**src/rtl/morse_key_decoder.sv**
```systemverilog
// rtl/morse_key_decoder.sv - Morse key timing, element assembly and glyph lookup
// Times key marks/spaces on a unit tick and emits code + 7-seg glyph on valid/ready.
module morse_key_decoder #(
  parameter int MAX_SYMS   = 4,
  parameter int DASH_TICKS = 3,
  parameter int GAP_TICKS  = 3,
  parameter int CNT_W      = 8
) (
  input  logic                    clk,
  input  logic                    rst,
  input  logic                    key_in,
  input  logic                    tick,
  output logic                    out_valid,
  input  logic                    out_ready,
  output logic [2*MAX_SYMS-1:0]   code_out,
  output logic [6:0]              seg_out,
  output logic                    char_err,
  output logic                    overrun
);

  localparam int CW = 2 * MAX_SYMS;
  localparam int SW = $clog2(MAX_SYMS + 1);

  typedef enum logic [1:0] {IDLE, MARK, SPACE} state_t;

  state_t           state;
  logic             key_prev;
  logic [CNT_W-1:0] counter;
  logic [CW-1:0]    code;
  logic [SW-1:0]    sym_cnt;
  logic             ovf;

  logic       rise, fall;
  logic [1:0] element;
  logic [7:0] hit_seg;

  // Returns {hit, glyph}; glyph is blank on a miss.
  function automatic logic [7:0] lookup(input logic [CW-1:0] c);
    case (c)
      CW'(8'h06): lookup = {1'b1, 7'b0001000};
      CW'(8'h95): lookup = {1'b1, 7'b1100000};
      CW'(8'h99): lookup = {1'b1, 7'b0110001};
      CW'(8'h25): lookup = {1'b1, 7'b1000010};
      CW'(8'h01): lookup = {1'b1, 7'b0110000};
      CW'(8'h59): lookup = {1'b1, 7'b0111000};
      CW'(8'h29): lookup = {1'b1, 7'b0100001};
      CW'(8'h55): lookup = {1'b1, 7'b1001000};
      CW'(8'h05): lookup = {1'b1, 7'b1111001};
      CW'(8'h6A): lookup = {1'b1, 7'b1000011};
      CW'(8'h65): lookup = {1'b1, 7'b1110001};
      CW'(8'h09): lookup = {1'b1, 7'b1101010};
      CW'(8'h2A): lookup = {1'b1, 7'b0000001};
      CW'(8'h69): lookup = {1'b1, 7'b0011000};
      CW'(8'hA6): lookup = {1'b1, 7'b0001100};
      CW'(8'h19): lookup = {1'b1, 7'b1111010};
      CW'(8'h15): lookup = {1'b1, 7'b0100100};
      CW'(8'h02): lookup = {1'b1, 7'b1110000};
      CW'(8'h16): lookup = {1'b1, 7'b1000001};
      CW'(8'h9A): lookup = {1'b1, 7'b1000100};
      default:    lookup = {1'b0, 7'b1111111};
    endcase
  endfunction

  assign rise    = key_in & ~key_prev;
  assign fall    = ~key_in & key_prev;
  assign element = (counter >= CNT_W'(DASH_TICKS)) ? 2'b10 : 2'b01;
  assign hit_seg = lookup(code);

  // key_prev resets high so a key already held at reset release is not a rise.
  always_ff @(posedge clk or posedge rst) begin
    if (rst) begin
      state     <= IDLE;
      key_prev  <= 1'b1;
      counter   <= '0;
      code      <= '0;
      sym_cnt   <= '0;
      ovf       <= 1'b0;
      out_valid <= 1'b0;
      code_out  <= '0;
      seg_out   <= 7'b1111111;
      char_err  <= 1'b0;
      overrun   <= 1'b0;
    end else begin
      key_prev <= key_in;
      if (out_valid && out_ready)
        out_valid <= 1'b0;
      case (state)
        IDLE: begin
          if (rise) begin
            state   <= MARK;
            counter <= '0;
            code    <= '0;
            sym_cnt <= '0;
            ovf     <= 1'b0;
          end
        end
        MARK: begin
          if (fall) begin
            if (sym_cnt < SW'(MAX_SYMS)) begin
              code    <= {code[CW-3:0], element};
              sym_cnt <= sym_cnt + SW'(1);
            end else begin
              ovf <= 1'b1;
            end
            state   <= SPACE;
            counter <= '0;
          end else if (tick && counter != {CNT_W{1'b1}}) begin
            counter <= counter + CNT_W'(1);
          end
        end
        SPACE: begin
          if (rise) begin
            state   <= MARK;
            counter <= '0;
          end else if (tick) begin
            if (counter >= CNT_W'(GAP_TICKS - 1)) begin
              state   <= IDLE;
              counter <= '0;
              // A held character may only be replaced when it leaves this cycle.
              if (!out_valid || out_ready) begin
                out_valid <= 1'b1;
                code_out  <= code;
                seg_out   <= ovf ? 7'b1111111 : hit_seg[6:0];
                char_err  <= ovf | ~hit_seg[7];
              end else begin
                overrun <= 1'b1;
              end
            end else begin
              counter <= counter + CNT_W'(1);
            end
          end
        end
        default: state <= IDLE;
      endcase
    end
  end

endmodule

```
**config.mk**
```make
export PLATFORM = sky130hd
export DESIGN_NAME = morse_key_decoder
export DESIGN_NICKNAME = d
export VERILOG_FILES = /design/src/rtl/morse_key_decoder.sv
export SDC_FILE = /design/constraint.sdc
export NUM_CORES = 1
export LEC_CHECK = 0
export BUFFER_PORTS_ARGS = -buffer_cell sky130_fd_sc_hd__buf_2
export CAP_MARGIN = 20
export CORE_MARGIN = 5
export CORE_UTILIZATION = 37
export DETAILED_ROUTE_END_ITERATION = 12
export PLACE_DENSITY = 0.6
export SLEW_MARGIN = 20
export SYNTH_ARGS = -nofsm -noshare
export SYNTH_HDL_FRONTEND = slang
export SYNTH_SLANG_ARGS = --single-unit
```
**constraint.sdc**
```tcl
create_clock -name clk -period 2.7 [get_ports clk]
set_clock_uncertainty 0.2 [all_clocks]
set_input_delay 0.54 -clock clk [delete_from_list [all_inputs] [get_ports clk]]
set_output_delay 0.54 -clock clk [all_outputs]
set_load 0.05 [all_outputs]
```
==> reports/metrics.cfg, run 1 <==
[drt]
ant_nets=0
routed_wl_um=5540
drc=0
via_per_inst=5.679
firstDrtPassIters=5
vias=1982
routedWlPerCell_um=15.87
drt_iter0_drc=91

[die]
num_rows=30
fp.dieW_um=92.18
coreArea_sq_um=6681
die_h_um=92.18
die_area_sq_um=8496
ios=23
initial_core_util_pct=37.40

[final_layout]
layout_commonest_cell=dfrtp_1
stdcell_count=349
num_antenna_cells=0
n_fill_cell=678
drive_gt1_share_pct=29.00
final_cell_mix=dfrtp_1 (33), buf_2 (22), nand2_1 (19)
finalNetCount=280
syn_to_final_growth_pct=13.57

[timing]
fin_tns_setup_ns=0
finalCriticalPeriod_ns=2.436
period_share_pct=90.21
timing.fmax_mhz=410.6
worst_pin_slew_ns=0.7838
drv_slew=0
setup_viol=0
max_slew_margin_pct=47.75
rsz0062_at_grt=false
final_hold_viol_count=0

[power]
p_int_uw=1283
swShare_pct=38.79
share_seq_of_total_power_pct=40.1
power_frac_comb_pct=35.5
power.density_nw_per_um2=738.4
total_leakage_power_uw=0.001285
p_switching_uw=812.8
vdd_ir_drop_max_mv=0.3101
clkPwrFrac_pct=24.5

[place]
place.gp.congestion=0.8946
place_inst=341
portBuffers=22
hpwl_um=4006

[clocking]
path_clk_slew_ns=0.09
clock-sinks=41
cts_root_buf=clkbuf_8
htreeDepth=2
post_cts_resized=0
clock_latency_ns=0.30
cts_tree=done
postCtsHoldBufs=0
cts_max_path_buffers=2
cts_setup_buffers=0
cts_buffers=5

[setup_path]
worstPathArrival_ns=2.45
crit_path_end_kind=register
crit_required_ns=2.71
worst-setup-path-type=reg2reg
critPathLaunchType=register
critPathMaxFanout=7

[global_route]
track_usage_pct=13.69
grt_pass1_wl_um=9542
grt_overflow=0
grt_pass1_vias=1909
antenna_found_initial=0
grt_max_degree=42

[yosys]
post-synth-top-area-cell=dfrtp_1
avgSynthCellArea_sq_um=10.24
ys_seq_area_share_pct=41.46
async_reset_ff_share_pct=100.0
synth_seq_cells=41
ys_warn_count=0
synth_edf_count=0
syn_area_sq_um=2499
synthFlopType=dfrtp_1
synth_top_area_share_pct=33.05
synth_cell_type_count=62
synth_area_leaders=dfrtp_1 (33%), dfstp_2 (8.4%), mux2_2 (4.5%)
synth_cells=244
syn_nets=256

[min_path]
hold_class=in2async

[run_status]
status=finished clean

[flow_run]
max-cap-violations=0

## logic make-up after synthesis
logic type,synth area share [%]
AND/OR/NAND/NOR,21.93
AO/OA/AOI/OAI,22.69
flip-flops,41.46
buffers and inverters,5.158
multiplexers,4.907
adder cells (fa/ha/maj),3.505
XOR/XNOR,0.3506
## layout make-up
| cell class | count | area, sq um | area share (%) |
|---|---|---|---|
| Sequential cell | 41 | 1036 | 36.51 |
| Tap cell | 80 | 100.1 | 3.527 |
| Multi-Input combinational cell | 174 | 1334 | 47.00 |
| Timing Repair Buffer | 36 | 215.2 | 7.584 |
| Clock buffer | 5 | 68.82 | 2.425 |
| Clock inverter | 3 | 46.29 | 1.631 |
| Inverter | 10 | 37.54 | 1.323 |
## critical path: stages (launching register included)
cell and delay, ns:
dfrtp_1 0.48, ha_1 0.26, nand3_1 0.16, o31ai_1 0.10, a311o_1 0.36, or3b_1 0.51, o311ai_2 0.26
## worst paths after layout
kind / from / to / slack, ns / cells past startpoint
max: counter[1] / counter[2] / 0.26 / 6
min: rst / code_out[4] / 0.15 / 3
max reg2reg: counter[1] / counter[2] / 0.26 / 6
min reg2reg: overrun / overrun / 0.30 / 1
max in group asynchronous: rst / key_prev / 1.78 / 3
min in group clk: key_in / key_prev / 0.15 / 1
## metrics by stage
| stage | utilization, % | power, uW | hold slack [ns] | instance area (sq um) | setup slack, ns |
|---|---|---|---|---|---|
| 2_1_floorplan | - | 1428 | 0.2701 | 2499 | 0.3170 |
| 3_3_place_gp | 40.75 | 1590 | 0.2803 | 2723 | 0.3132 |
| 3_5_place_dp | 40.75 | 1601 | 0.2666 | 2723 | 0.2741 |
| 4_1_cts | 42.47 | 2117 | 0.1452 | 2838 | 0.2512 |
| 5_1_grt | 42.47 | 2223 | 0.1437 | 2838 | 0.1185 |
| 6_report | 42.47 | 2095 | 0.1484 | 2838 | 0.2644 |
## synth_stat cells (4+ instances only)
| cell type | count |
|---|---|
| o32a_1 | 8 |
| a21oi_1 | 4 |
| ha_1 | 7 |
| dfstp_2 | 8 |
| dfrtp_1 | 33 |
| nand2b_1 | 6 |
| buf_2 | 10 |
| inv_1 | 10 |
| nand3_1 | 6 |
| nor2_1 | 13 |
| nand2_1 | 19 |
| mux2_2 | 10 |
| o21ai_0 | 8 |
| a22o_1 | 12 |
| clkbuf_1 | 7 |
| o22ai_1 | 4 |
| nand4bb_1 | 4 |
| nor3_1 | 8 |
## state kept, by name, indices dropped and copies added (netlist names)
name,count
code,8
code_out,8
counter,8
seg_out,7
sym_cnt,3
state,2
char_err,1
key_prev,1
out_valid,1
overrun,1
ovf,1
## metal layers
| metal | part of all wire [%] | GRT usage [%] |
|---|---|---|
| met4 | 0.61 | 2.228 |
| met3 | 3.7 | 3.527 |
| met1 | 48 | 19.09 |
| met5 | 0 | 0 |
| met2 | 48 | 21.72 |
## power by group through the flow
stage	sequential [uW]	combinational (uW)	clock, uW
global route	857	810	556
global placement	847	742	0
finish	839	743	513
CTS	840	752	526
floorplan	1040	391	0
detailed placement	852	749	0
(Power assumes the default switching activity.)
==> run 2, diff against run 1 <==
CORE_UTILIZATION = 50   (was 37)
PLACE_DENSITY = 0.75   (was 0.6)
RECOVER_POWER = 50   (was default)
==> run 2 against run 1 <==
Against the previous run: largest power group unchanged; flip-flop and latch count unchanged; die area decreased by 23%; combinational power about the same; register-to-register slack got worse by 0.02 ns; cell count decreased by 3.7%; via count increased by 2.3%; worst setup slack got worse by 0.016 ns; clock-buffer cell count increased by 1.
==> reports/metrics.cfg, run 2 (synthesized netlist as in run 1, its figures left out) <==
[run_status]
status=finished clean

[clocking]
cts_buffers=5  ; unchanged
clock_latency_ns=0.29  ; about the same
post_cts_resized=0  ; unchanged
cts_setup_buffers=0  ; unchanged
cts_root_buf=clkbuf_8
path_clk_slew_ns=0.08  ; about the same
cts_tree=done
htreeDepth=2  ; unchanged
postCtsHoldBufs=0  ; unchanged
cts_max_path_buffers=2  ; unchanged
clock-sinks=41  ; unchanged

[final_layout]
multi_input_area_sq_um=1334  ; unchanged
seq_area_sq_um=1036  ; unchanged
reg.largest.list=code: 8 flops, code_out: 8 flops, counter: 8 flops
drive_gt1_share_pct=25.65  ; -3.3 points
num_antenna_cells=0  ; unchanged
n_fill_cell=440  ; -35%
final_cell_mix=dfrtp_1 (33), nand2_1 (19), buf_2 (14)
finalNetCount=280  ; unchanged
syn_to_final_growth_pct=11.32
layout_commonest_cell=dfrtp_1
final_util_pct=58.12  ; +16 points

[die]
die_area_sq_um=6511  ; -23%
die_h_um=80.69  ; -12%
num_rows=25  ; -17%
ios=23  ; unchanged
initial_core_util_pct=52.21  ; +15 points
fp.dieW_um=80.69  ; -12%
coreArea_sq_um=4786  ; -28%

[global_route]
grt_overflow=0  ; unchanged
grt_pass1_wl_um=9570  ; +0.29%
grt_max_degree=42  ; unchanged
antenna_found_initial=0  ; unchanged
grt_pass1_vias=1987  ; +4.1%
track_usage_pct=18.96  ; +5.3 points

[timing]
setup_viol=0  ; unchanged
final_hold_viol_count=0  ; unchanged
drv_slew=0  ; unchanged
finalCriticalPeriod_ns=2.452  ; +0.01633 ns
worst_pin_slew_ns=1.010  ; +0.2266 ns
timing.fmax_mhz=407.8  ; -0.67%
fin_tns_setup_ns=0  ; unchanged
whs_ns=0.1689  ; +0.02049 ns
max_slew_margin_pct=32.64  ; -15 points
rsz0062_at_grt=false
period_share_pct=90.81  ; +0.60 points
postLayoutSetupSlackWorst_ns=0.2480  ; -0.01633 ns

[drt]
routedWlPerCell_um=16.38  ; +3.2%
routed_wl_um=5505  ; -0.63%
ant_nets=0  ; unchanged
drc=0  ; unchanged
firstDrtPassIters=4  ; -1
vias=2027  ; +2.3%
via_per_inst=6.033  ; +6.2%
drt_iter0_drc=148  ; +63%

[power]
swShare_pct=40.04  ; +1.3 points
power.density_nw_per_um2=712.0  ; -3.6%
clkPwrFrac_pct=20.0  ; -4.5 points
p_int_uw=1187  ; -7.4%
vdd_ir_drop_max_mv=0.4031  ; +30%
total_leakage_power_uw=0.001235  ; -3.9%
p_switching_uw=793.0  ; -2.4%
power_frac_comb_pct=37.6  ; +2.1 points
share_seq_of_total_power_pct=42.4  ; +2.3 points

[setup_path]
worst-setup-path-type=reg2reg
critPathLaunchType=register
critPathMaxFanout=7  ; unchanged
worstRegToRegCells=6  ; unchanged
crit_path_end_kind=register
crit_required_ns=2.70  ; about the same
worstPathArrival_ns=2.45  ; about the same

[place]
pre_cts_slack_ns=0.2513  ; -0.02279 ns
place.gp.congestion=0.9418  ; +5.3%
hpwl_um=4089  ; +2.1%
portBuffers=22  ; unchanged

[min_path]
holdPathStages=1
hold_class=in2reg

[flow_run]
max-cap-violations=0  ; unchanged

-- run 2: layout make-up --
class                      instances  share of cell area (%)
clock buffer                       6                   2.609
clock inverter                     2                  0.5398
inverter                          10                   1.350
multi-input combinational        174                   47.95
sequential                        41                   37.25
tap                               67                   3.014
timing repair buffer              36                   7.287
-- run 2: final timing paths --
kind | startpoint | end | slack [ns]
worst max-delay path | counter[1] | counter[2] | 0.25
worst min-delay path | key_in | key_prev | 0.17
worst max register to register | counter[1] | counter[2] | 0.25
worst min register to register | overrun | overrun | 0.28
max in group asynchronous | rst | code[7] | 1.33
min in group asynchronous | rst | code_out[6] | 0.35
-- run 2: stage by stage --
step / area [sq um] / cells / power, uW
2_1_floorplan: 2499 / 244 / 1428
3_3_place_gp: 2706 / 328 / 1583
3_5_place_dp: 2706 / 328 / 1601
4_1_cts: 2794 / 336 / 2000
5_1_grt: 2781 / 336 / 2106
6_report: 2781 / 336 / 1981
-- run 2: layer usage --
metal | vias to the layer above | wire length (um) | GRT usage [%]
met2 | 50 | 2696 | 30.46
met1 | 995 | 2511 | 25.55
met3 | 11 | 192 | 3.027
li1 | 971 | - | -
met4 | 0 | 104 | 7.264
met5 | - | 0 | 0
-- run 2: power groups by stage --
stage | sequential (uW) | combinational, uW | clock (uW)
floorplan | 1040 | 391 | 0
global placement | 844 | 739 | 0
detailed placement | 852 | 749 | 0
CTS | 840 | 750 | 410
global route | 858 | 809 | 439
finish | 841 | 744 | 396
-- run 2: worst max-delay path: stages, from the launching register on --
cell and delay (ns):
dfrtp_1 0.48, ha_1 0.26, nand3_1 0.17, o31ai_1 0.11, a311o_1 0.37, or3b_1 0.52, o311ai_2 0.26
==> run 3, diff against run 2 <==
==> constraint.sdc (replaced) <==
create_clock -name clk -period 2.7 [get_ports clk]
set_clock_uncertainty 0.2 [all_clocks]
set_input_delay 0.405 -clock clk [delete_from_list [all_inputs] [get_ports clk]]
set_output_delay 0.405 -clock clk [all_outputs]
set_load 0.05 [all_outputs]
==> run 3 against run 2 <==
Against the previous run: final area up 0.72%; sequential power about the same; critical path depth unchanged; maximum frequency about the same; worst hold slack worse by 0.12 ns; sequential share of layout area down 0.27 points; via count down 0.89%; clock-buffer cell count up 1; die area unchanged; critical path type unchanged.
==> reports/metrics.cfg, run 3 (synthesized netlist as in run 1, its figures left out) <==
[final_layout]
n_fill_cell=422  ; -4.1%
drive_gt1_share_pct=25.00  ; -0.65 points
final_cell_mix=dfrtp_1 (33), nand2_1 (19), nor2_1 (13), buf_2 (13)
num_antenna_cells=0  ; unchanged
final_util_pct=58.54  ; +0.42 points
multi_input_area_sq_um=1334  ; unchanged
finalNetCount=279  ; -0.36%
reg.largest.list=code: 8 flops, code_out: 8 flops, counter: 8 flops
layout_commonest_cell=dfrtp_1
seq_area_sq_um=1036  ; unchanged
syn_to_final_growth_pct=12.12

[timing]
finalCriticalPeriod_ns=2.454  ; +0.002444 ns
timing.fmax_mhz=407.4  ; about the same
max_slew_margin_pct=34.10  ; +1.5 points
setup_viol=0  ; unchanged
period_share_pct=90.90  ; about the same
drv_slew=0  ; unchanged
rsz0062_at_grt=false
worst_pin_slew_ns=0.9885  ; -0.02182 ns
postLayoutSetupSlackWorst_ns=0.2456  ; -0.002444 ns
final_hold_viol_count=0  ; unchanged
fin_tns_setup_ns=0  ; unchanged

[die]
coreArea_sq_um=4786  ; unchanged
ios=23  ; unchanged
initial_core_util_pct=52.21  ; unchanged
num_rows=25  ; unchanged
die_h_um=80.69  ; unchanged
fp.dieW_um=80.69  ; unchanged
die_area_sq_um=6511  ; unchanged

[global_route]
grt_overflow=0  ; unchanged
grt_pass1_wl_um=9680  ; +1.1%
grt_pass1_vias=2045  ; +2.9%
track_usage_pct=19.14  ; +0.19 points
antenna_found_initial=0  ; unchanged
grt_max_degree=42  ; unchanged

[power]
total_leakage_power_uw=0.001246  ; +0.91%
vdd_ir_drop_max_mv=0.3743  ; -7.2%
power.density_nw_per_um2=746.5  ; +4.8%

[clocking]
htreeDepth=2  ; unchanged
cts_max_path_buffers=2  ; unchanged
cts_buffers=5  ; unchanged
cts_root_buf=clkbuf_8
cts_setup_buffers=0  ; unchanged
clock_latency_ns=0.29  ; about the same
path_clk_slew_ns=0.07  ; about the same
post_cts_resized=0  ; unchanged
cts_tree=done
clock-sinks=41  ; unchanged
postCtsHoldBufs=0  ; unchanged

[flow_run]
max-cap-violations=0  ; unchanged

[setup_path]
worstPathArrival_ns=2.44  ; about the same
max_stage_delay_ns=0.51  ; about the same
critPathMaxFanout=7  ; unchanged
crit_required_ns=2.69  ; about the same
critPathLaunchType=register
cpMaxStageDelayCell=or3b_1
crit_path_end_kind=register
crit_path_cell_trace=ha_1 -> nand3_1 -> o31ai_1 -> a311o_1 -> or3b_1 -> o311ai_2
worst-setup-path-type=reg2reg

[drt]
routed_wl_um=5521  ; +0.29%
drc=0  ; unchanged
routedWlPerCell_um=16.48  ; +0.59%
ant_nets=0  ; unchanged
drt_iter0_drc=204  ; +38%
firstDrtPassIters=4  ; unchanged
vias=2009  ; -0.89%
via_per_inst=5.997  ; -0.59%

[min_path]
hold_class=in2reg

[run_status]
status=finished clean

[place]
pre_cts_slack_ns=0.2843  ; +0.03301 ns
portBuffers=22  ; unchanged
hpwl_um=4157  ; +1.7%
place.gp.congestion=0.9324  ; -1.0%

## run 3: changes by cell type in the layout (fill, tap and decap cells not counted)
cell	change
buf_2	-1
buf_4	-1
bufinv_16	+1
clkbuf_1	+1
clkbuf_8	+1
clkinvlp_4	-2
## run 3: worst paths after layout
check,from,to,slack [ns],depth (start not counted)
setup reg to reg,counter[1],counter[6],0.25,6
setup / recovery,counter[1],counter[6],0.25,6
max in group asynchronous,rst,code[4],1.48,3
min in group asynchronous,rst,counter[0],0.21,3
hold reg to reg,overrun,overrun,0.28,1
hold / removal,key_in,key_prev,0.05,1
## run 3: critical path: cells and delay by family, from the launching register on
kind / cells / cell delay, ns
AND/OR/NAND/NOR: 2 / 0.67
AO/OA/AOI/OAI: 3 / 0.75
flip-flops: 1 / 0.48
adder cells (fa/ha/maj): 1 / 0.26
## run 3: area by class of cell
class | count | area share, %
Inverter | 10 | 1.340
Sequential cell | 41 | 36.98
Clock buffer | 7 | 3.082
Timing Repair Buffer | 35 | 6.923
Clock inverter | 1 | 1.072
Multi-Input combinational cell | 174 | 47.61
Tap cell | 67 | 2.992
## run 3: metal layers
metal	up-vias	GRT usage [%]	share of wire (%)
met2	36	31.95	50
met4	0	8.784	1.8
met1	985	24.29	45
met5	-	0	0
met3	7	2.915	3.1
li1	981	-	-
## run 3: per-stage QoR
stage / hold slack (ns) / power, uW / cells / cell area [sq um]
2_1_floorplan: 0.2095 / 1428 / 244 / 2499
3_3_place_gp: 0.2606 / 1588 / 327 / 2699
3_5_place_dp: 0.2614 / 1604 / 327 / 2699
4_1_cts: 0.02984 / 2111 / 335 / 2815
5_1_grt: 0.05736 / 2213 / 335 / 2801
6_report: 0.05045 / 2091 / 335 / 2801
## run 3: where the power goes
part | total, uW | leakage (uW) | internal, uW | switching (uW)
sequential | 839 | 0.000540 | 748 | 91.1
combinational | 748 | 0.000648 | 256 | 493
clock | 504 | 0.0000585 | 301 | 203
total | 2090 | 0.00125 | 1300 | 786
